## src/rtl/data_break_ctrl_pkg.sv

```systemverilog
// Shared types for the data-break controller: sequencer states, channel id and channel count.
package db_types_pkg;
  localparam int NUM_CH = 2;

  typedef enum logic [2:0] {
    dbIDLE,
    dbARB,
    dbWAIT_GNT,
    dbMEM,
    dbDONE
  } dbSTATE_t;

  typedef logic dbCH_t;
endpackage

```

## src/rtl/data_break_ctrl_if.sv

```systemverilog
// Device, CPU-break and core-memory signals of the data-break controller.
// The controller masters this bundle; the device/CPU/memory side is the slave.
interface data_break_ctrl_if
  import db_types_pkg::*;
#(
  parameter int ADDR_W = 15,
  parameter int DATA_W = 12
) ();
  logic                dev_req [0:NUM_CH-1];
  logic [0:NUM_CH-1]   dev_wr;
  logic [0:ADDR_W-1]   dev_addr0;
  logic [0:ADDR_W-1]   dev_addr1;
  logic [0:DATA_W-1]   dev_wdata0;
  logic [0:DATA_W-1]   dev_wdata1;
  logic [0:NUM_CH-1]   dev_done;
  logic [0:NUM_CH-1]   dev_err;
  logic [0:DATA_W-1]   dev_rdata;
  logic                cpu_brk_req;
  logic                cpu_brk_gnt;
  logic                break_in_prog;
  logic                mem_req;
  logic                mem_we;
  logic [0:ADDR_W-1]   mem_addr;
  logic [0:DATA_W-1]   mem_wdata;
  logic [0:DATA_W-1]   mem_rdata;
  logic                mem_ack;
  logic                clear;

  modport master (
    input  dev_req, dev_wr, dev_addr0, dev_addr1, dev_wdata0, dev_wdata1,
    input  cpu_brk_gnt, mem_rdata, mem_ack, clear,
    output dev_done, dev_err, dev_rdata, cpu_brk_req, break_in_prog,
    output mem_req, mem_we, mem_addr, mem_wdata
  );

  modport slave (
    output dev_req, dev_wr, dev_addr0, dev_addr1, dev_wdata0, dev_wdata1,
    output cpu_brk_gnt, mem_rdata, mem_ack, clear,
    input  dev_done, dev_err, dev_rdata, cpu_brk_req, break_in_prog,
    input  mem_req, mem_we, mem_addr, mem_wdata
  );
endinterface

```

## src/rtl/data_break_ctrl_arbiter.sv

```systemverilog
// Combinational fixed-priority channel pick, ch0 (RK8E disk) over ch1; zero latency.
module db_arbiter
  import db_types_pkg::*;
(
  input  logic  i_req0,
  input  logic  i_req1,
  output logic  o_vld,
  output dbCH_t o_id
);
  assign o_vld = i_req0 | i_req1;
  assign o_id  = i_req0 ? 1'b0 : 1'b1;
endmodule

```

## src/rtl/data_break_ctrl.sv

```systemverilog
// PDP-8 data-break sequencer: dev_req -> cpu_brk_req +2, gnt -> mem_req +1, mem_ack -> dev_done +1.
// Holds mem_req until mem_ack; optional abort after TIMEOUT_CYC cycles when DB_TIMEOUT_EN is defined.
module data_break_ctrl
  import db_types_pkg::*;
#(
  parameter int ADDR_W = 15,
  parameter int DATA_W = 12
`ifdef DB_TIMEOUT_EN
  ,
  parameter int TIMEOUT_CYC = 64
`endif
) (
  input  logic              clk,
  input  logic              reset,
  data_break_ctrl_if.master bus
);
  dbSTATE_t          r_state;
  dbCH_t             r_id;
  logic              r_brk_req;
  logic              r_bip;
  logic              r_mem_req;
  logic              r_mem_we;
  logic              r_clr_pend;
  logic [0:ADDR_W-1] r_mem_addr;
  logic [0:DATA_W-1] r_mem_wdata;
  logic [0:DATA_W-1] r_rdata;
  logic [0:NUM_CH-1] r_done;
  logic              w_vld;
  dbCH_t             w_id;
  logic              w_kill;

`ifdef DB_TIMEOUT_EN
  localparam int CNT_W = $clog2(TIMEOUT_CYC) + 1;
  localparam logic [CNT_W-1:0] CNT_LAST = CNT_W'(TIMEOUT_CYC - 1);
  logic [CNT_W-1:0]  r_cnt;
  logic [0:NUM_CH-1] r_err;
  assign bus.dev_err = r_err;
`else
  assign bus.dev_err = '0;
`endif

  db_arbiter u_arb (
    .i_req0 (bus.dev_req[0]),
    .i_req1 (bus.dev_req[1]),
    .o_vld  (w_vld),
    .o_id   (w_id)
  );

  // A clear seen at any point of the memory cycle, including the ack cycle, cancels completion.
  assign w_kill = r_clr_pend | bus.clear;

  always_ff @(posedge clk or negedge reset) begin
    if (!reset) begin
      r_state     <= dbIDLE;
      r_id        <= 1'b0;
      r_brk_req   <= 1'b0;
      r_bip       <= 1'b0;
      r_mem_req   <= 1'b0;
      r_mem_we    <= 1'b0;
      r_clr_pend  <= 1'b0;
      r_mem_addr  <= '0;
      r_mem_wdata <= '0;
      r_rdata     <= '0;
      r_done      <= '0;
`ifdef DB_TIMEOUT_EN
      r_cnt       <= '0;
      r_err       <= '0;
`endif
    end else begin
      r_done <= '0;
`ifdef DB_TIMEOUT_EN
      r_err  <= '0;
`endif
      case (r_state)
        dbIDLE: begin
          if (!bus.clear && w_vld) r_state <= dbARB;
        end
        dbARB: begin
          if (bus.clear || !w_vld) begin
            r_state <= dbIDLE;
          end else begin
            r_id        <= w_id;
            r_mem_we    <= bus.dev_wr[w_id];
            r_mem_addr  <= w_id ? bus.dev_addr1 : bus.dev_addr0;
            r_mem_wdata <= w_id ? bus.dev_wdata1 : bus.dev_wdata0;
            r_brk_req   <= 1'b1;
            r_state     <= dbWAIT_GNT;
          end
        end
        dbWAIT_GNT: begin
          if (bus.clear) begin
            r_brk_req <= 1'b0;
            r_state   <= dbIDLE;
          end else if (bus.cpu_brk_gnt) begin
            r_brk_req <= 1'b0;
            r_bip     <= 1'b1;
            r_mem_req <= 1'b1;
            r_state   <= dbMEM;
`ifdef DB_TIMEOUT_EN
            r_cnt     <= '0;
`endif
          end
        end
        dbMEM: begin
          if (bus.clear) r_clr_pend <= 1'b1;
          if (bus.mem_ack) begin
            r_mem_req  <= 1'b0;
            r_clr_pend <= 1'b0;
            if (w_kill) begin
              r_bip   <= 1'b0;
              r_state <= dbIDLE;
            end else begin
              if (!r_mem_we) r_rdata <= bus.mem_rdata;
              r_done[r_id] <= 1'b1;
              r_state      <= dbDONE;
            end
          end
`ifdef DB_TIMEOUT_EN
          else if (r_cnt == CNT_LAST) begin
            r_mem_req  <= 1'b0;
            r_clr_pend <= 1'b0;
            r_bip      <= 1'b0;
            if (!w_kill) r_err[r_id] <= 1'b1;
            r_state    <= dbIDLE;
          end else begin
            r_cnt <= r_cnt + CNT_W'(1);
          end
`endif
        end
        dbDONE: begin
          r_bip   <= 1'b0;
          r_state <= dbIDLE;
        end
        default: r_state <= dbIDLE;
      endcase
    end
  end

  assign bus.dev_done      = r_done;
  assign bus.dev_rdata     = r_rdata;
  assign bus.cpu_brk_req   = r_brk_req;
  assign bus.break_in_prog = r_bip;
  assign bus.mem_req       = r_mem_req;
  assign bus.mem_we        = r_mem_we;
  assign bus.mem_addr      = r_mem_addr;
  assign bus.mem_wdata     = r_mem_wdata;
endmodule
```

## src/flat_wrapper.sv

```systemverilog
// flat-port wrapper written by rule: the top's interface ports become plain ports
module data_break_ctrl_flat import db_types_pkg::*;
#(
  parameter int ADDR_W = 15,
  parameter int DATA_W = 12

)
  (clk, reset, bus_dev_req, bus_dev_wr, bus_dev_addr0, bus_dev_addr1, bus_dev_wdata0, bus_dev_wdata1, bus_cpu_brk_gnt, bus_mem_rdata, bus_mem_ack, bus_clear, bus_dev_done, bus_dev_err, bus_dev_rdata, bus_cpu_brk_req, bus_break_in_prog, bus_mem_req, bus_mem_we, bus_mem_addr, bus_mem_wdata);
  data_break_ctrl_if #(.ADDR_W(ADDR_W), .DATA_W(DATA_W)) bus_i ();
  input  logic clk;
  input  logic reset;
  input wire logic [$bits(bus_i.dev_req)-1:0] bus_dev_req;
  input wire logic [$bits(bus_i.dev_wr)-1:0] bus_dev_wr;
  input wire logic [$bits(bus_i.dev_addr0)-1:0] bus_dev_addr0;
  input wire logic [$bits(bus_i.dev_addr1)-1:0] bus_dev_addr1;
  input wire logic [$bits(bus_i.dev_wdata0)-1:0] bus_dev_wdata0;
  input wire logic [$bits(bus_i.dev_wdata1)-1:0] bus_dev_wdata1;
  input wire logic [$bits(bus_i.cpu_brk_gnt)-1:0] bus_cpu_brk_gnt;
  input wire logic [$bits(bus_i.mem_rdata)-1:0] bus_mem_rdata;
  input wire logic [$bits(bus_i.mem_ack)-1:0] bus_mem_ack;
  input wire logic [$bits(bus_i.clear)-1:0] bus_clear;
  output wire logic [$bits(bus_i.dev_done)-1:0] bus_dev_done;
  output wire logic [$bits(bus_i.dev_err)-1:0] bus_dev_err;
  output wire logic [$bits(bus_i.dev_rdata)-1:0] bus_dev_rdata;
  output wire logic [$bits(bus_i.cpu_brk_req)-1:0] bus_cpu_brk_req;
  output wire logic [$bits(bus_i.break_in_prog)-1:0] bus_break_in_prog;
  output wire logic [$bits(bus_i.mem_req)-1:0] bus_mem_req;
  output wire logic [$bits(bus_i.mem_we)-1:0] bus_mem_we;
  output wire logic [$bits(bus_i.mem_addr)-1:0] bus_mem_addr;
  output wire logic [$bits(bus_i.mem_wdata)-1:0] bus_mem_wdata;
  assign bus_i.dev_req = {>>{bus_dev_req}};
  assign bus_i.dev_wr = bus_dev_wr;
  assign bus_i.dev_addr0 = bus_dev_addr0;
  assign bus_i.dev_addr1 = bus_dev_addr1;
  assign bus_i.dev_wdata0 = bus_dev_wdata0;
  assign bus_i.dev_wdata1 = bus_dev_wdata1;
  assign bus_i.cpu_brk_gnt = bus_cpu_brk_gnt;
  assign bus_i.mem_rdata = bus_mem_rdata;
  assign bus_i.mem_ack = bus_mem_ack;
  assign bus_i.clear = bus_clear;
  assign bus_dev_done = bus_i.dev_done;
  assign bus_dev_err = bus_i.dev_err;
  assign bus_dev_rdata = bus_i.dev_rdata;
  assign bus_cpu_brk_req = bus_i.cpu_brk_req;
  assign bus_break_in_prog = bus_i.break_in_prog;
  assign bus_mem_req = bus_i.mem_req;
  assign bus_mem_we = bus_i.mem_we;
  assign bus_mem_addr = bus_i.mem_addr;
  assign bus_mem_wdata = bus_i.mem_wdata;
  data_break_ctrl #(.ADDR_W(ADDR_W), .DATA_W(DATA_W)) u_core (.clk(clk), .reset(reset), .bus(bus_i));
endmodule
```

## config.mk

```make
export PLATFORM = sky130hd
export DESIGN_NAME = data_break_ctrl_flat
export DESIGN_NICKNAME = d
export VERILOG_FILES = /design/src/rtl/data_break_ctrl_pkg.sv /design/src/rtl/data_break_ctrl_if.sv /design/src/rtl/data_break_ctrl_arbiter.sv /design/src/rtl/data_break_ctrl.sv /design/src/flat_wrapper.sv
export SDC_FILE = /design/constraint.sdc
export NUM_CORES = 1
export LEC_CHECK = 0
export CAP_MARGIN = 25
export CORE_ASPECT_RATIO = 0.75
export CORE_MARGIN = 2
export CORE_UTILIZATION = 26
export CTS_BUF_LIST = sky130_fd_sc_hd__clkbuf_4 sky130_fd_sc_hd__clkbuf_8
export CTS_CLUSTER_DIAMETER = 50
export CTS_CLUSTER_SIZE = 14
export DETAILED_ROUTE_END_ITERATION = 6
export HOLD_SLACK_MARGIN = 0.1
export MAX_ROUTING_LAYER = met4
export PLACE_DENSITY = 0.67
export SLEW_MARGIN = 0
export SYNTH_ARGS = -nofsm -noshare
export SYNTH_HDL_FRONTEND = slang
export SYNTH_HIERARCHICAL = 1
export SYNTH_SLANG_ARGS = --single-unit
```

## constraint.sdc

```tcl
create_clock -name clk -period 1.65 [get_ports clk]
set_input_delay 0.33 -clock clk [delete_from_list [all_inputs] [get_ports clk]]
set_output_delay 0.33 -clock clk [all_outputs]
set_load 0.005 [all_outputs]
```

==> results.md <==
- Post-route insts no fill: 409
- Tmin final: 1.69 ns
- Maximum VDD drop: 0.529 mV
- Max Root-Sink Buffers: 2
- Vias: 1806
- First-pass GRT wire length: 9470 µm
- Final ANT Viol Nets: 0
- Violated checks: setup timing
- Port bufs: 119
- Post-synthesis average cell area: 14.4 µm²
- Combinational share of power: 0.429
- Fmax: 591 MHz
- Seq/Total Area, Yosys: 0.533
- Via density: 4.42
- Die Y: 86.3 µm
- Initial antenna violation count: 0
- HP Class: reg2reg
- Mapped Area: 0.00235 mm²
- Num CTS Buffers: 5
- Yosys warning total: 6
- Commonest cells after routing, fill and taps aside: 114 x clkdlybuf4s50_1, 58 x mux2_2, 47 x dfrtp_1
- Root Driver: clkbuf_8
- 1st-iter DRT viols: 48
- Final period util: 1.03
- Kind of start point of the critical path: flip-flop
- Largest net degree at the start of global routing: 32
- Reg power frac: 0.412
- Static leakage: 1.74 nW
- Net Sw Frac: 0.259
- Clock Sinks: 50
- Critical Path Stages: 4
- Syn-to-layout area delta: 70.5%
- DP Wirelength: 4420 µm
- Most common cell after layout, fill and taps aside: clkdlybuf4s50_1
- Diodes inserted: 0
- Crit-path cells: nand3b_1 > or3_4 > clkbuf_16 > mux2_4
- GRT overflow: 0
- Total power: 0.00481 W
- Status: complete, but fails checks
- Die Wd: 114 µm
- CP max FO: 6
- Setup CP Type: reg2reg
- WL/cell: 15.3 µm
- IO Count: 122
- Synthesized netlist cell count: 163
- GPL Wtd Cong: 0.785
- CP required: 1.84 ns
- Synth Register Bits: 50
- Final Slew Violations: 0
- Clock Power Share: 0.158
- Crit path buffers/inverters: 1
- Fillers: 802
- Family with the most delay on the worst path: simple AND/OR/NAND/NOR gates
- Max capacitance violation total: 0
- Layout Nets: 375
- Worst setup margin: -0.0413 ns
- R2R depth: 4
- Tot GR Track Use: 0.125
- WP data arrival: 1.88 ns
- Die area: 0.00981 mm²
- Multi-input gate area in the final layout: 0.00105 mm²
- Final Util: 0.465
- Hold depth: 1
- Unrepaired setup endpoints after global routing: yes
- # setup viols final: 7
- Vias in the first global route: 1920
- Layout cell share with drive strength beyond 1: 0.349
- # rows: 29
- Hold Violations, Final: 0
- CORE AREA: 0.00860 mm²
- Worst Skew: 0.00623 ns
- PwrDens: 1200 mW/mm²
- Register Area: 0.00125 mm²
- DRC violation count after routing: 0
- Synth unique cells: 32
- Max incr delay on CP: 0.48 ns
- Clk_lat worst skew: 0.30 ns
- Wirelength, routed: 6240 µm
- Slowest CP cell: or3_4
- CTS tree: yes
- First-pass DRT Iterations: 4
- Clock slew at reported path FFs: 0.10 ns
- Int Pwr: 0.00357 W
- Crit end category: flip-flop
- # placed instances: 394
- Sw Pwr: 0.00125 W
- Initial Utilization: 0.273
- CTS HTree Levels: 2
## layout make-up
type / count / area share
Clock buffer: 6 / 0.0206
Tap cell: 108 / 0.0338
Timing Repair Buffer: 140 / 0.362
Multi-Input combinational cell: 100 / 0.263
Clock inverter: 2 / 0.00407
Sequential cell: 50 / 0.314
Inverter: 3 / 0.00281
## layer usage
layer | part of all wire | GRT usage | up-vias
li1 | - | - | 864
met1 | 0.47 | 0.164 | 848
met2 | 0.43 | 0.191 | 90
met3 | 0.097 | 0.0406 | 4
met4 | 0.0098 | 0.0266 | 0
met5 | 0 | - | -
## cells in the mapped netlist, drive strengths merged
| cell | number | area, µm² |
|---|---|---|
| or2b | 1 | 7.51 |
| nor2 | 1 | 3.75 |
| nand2 | 1 | 3.75 |
| and2 | 1 | 6.26 |
| mux2 | 69 | 815 |
| nor4b | 1 | 8.76 |
| conb | 1 | 3.75 |
| a2bb2oi | 1 | 8.76 |
| o21a | 1 | 7.51 |
| o21ai | 1 | 5.00 |
| nor4 | 1 | 6.26 |
| or3 | 2 | 12.5 |
| nor3 | 1 | 5.00 |
| nand3b | 2 | 15.0 |
| nor2b | 1 | 6.26 |
| dfrtp | 50 | 1250 |
| or2 | 1 | 6.26 |
| nand4b | 1 | 15.0 |
| a21boi | 1 | 7.51 |
| or4 | 1 | 11.3 |
| o2bb2ai | 1 | 8.76 |
| clkbuf | 4 | 15.0 |
| a31oi | 3 | 18.8 |
| a21o | 1 | 7.51 |
| mux2i | 1 | 10.0 |
| o2111ai | 1 | 8.76 |
| buf | 8 | 51.3 |
| inv | 3 | 11.3 |
| a21oi | 2 | 10.0 |
## state kept, by name, summed over array words and instances, names as in the netlist
name / flops
u_core/bus.dev_rdata: 12
u_core/bus.mem_req: 1
u_core/bus.mem_wdata: 12
u_core/r_id: 1
u_core/bus.mem_addr: 15
u_core/bus.break_in_prog: 1
u_core/bus.dev_done: 2
u_core/r_state: 3
u_core/r_clr_pend: 1
u_core/bus.mem_we: 1
u_core/bus.cpu_brk_req: 1
## power by group through the flow
stage	registers (W)	clock network (W)	logic, W
floorplan	0.00202	0	0.000639
global placement	0.00199	0	0.00197
detailed placement	0.00200	0	0.00201
CTS	0.00199	0.000802	0.00203
global route	0.00206	0.000856	0.00222
finish	0.00198	0.000762	0.00207
## what timing repair did
| item | CTS | global route |
|---|---|---|
| hold buffers | 1 | 0 |
| buffers inserted | 0 | 2 |
| cloned | 1 | 3 |
| pin swaps | 1 | 4 |
| resized for setup | 10 | 7 |
| setup endpoints to repair | 39 | 39 |
| endpoints found under the hold margin | 19 | 0 |
## stage by stage
step / setup WS, ns / cell area (µm²) / hold WS [ns] / TNS (ns)
2_1_floorplan: 0.00425 / 2350 / 0.0344 / 0
3_3_place_gp: -0.352 / 3760 / 0.311 / -13.37
3_5_place_dp: -0.359 / 3760 / 0.312 / -14.39
4_1_cts: 0.00340 / 3900 / 0.444 / 0
5_1_grt: -0.0825 / 4000 / 0.479 / -0.928
6_report: -0.0413 / 4000 / 0.450 / -0.0967
## worst paths after layout
| check | start | slack, ns | end |
|---|---|---|---|
| setup / recovery | u_core/r_state[1] | -0.04 | u_core/bus.mem_addr[0] |
| hold / removal | u_core/r_id | 0.45 | u_core/bus.dev_done[0] |
| setup reg to reg | u_core/r_state[1] | -0.04 | u_core/bus.mem_addr[0] |
| hold reg to reg | u_core/r_id | 0.45 | u_core/bus.dev_done[0] |
| max in group asynchronous | reset | 0.58 | u_core/bus.mem_we |
| min in group asynchronous | reset | 0.51 | u_core/bus.mem_wdata[5] |
## kinds of logic after synthesis
kind of cell	count (synthesis)	synth area share
compound gates	12	0.0352
flops	50	0.533
mux	70	0.351
other cells	1	0.00160
simple gates	15	0.0458
buf+inv	15	0.0330
Note: power is estimated with default switching activity, not from simulation.
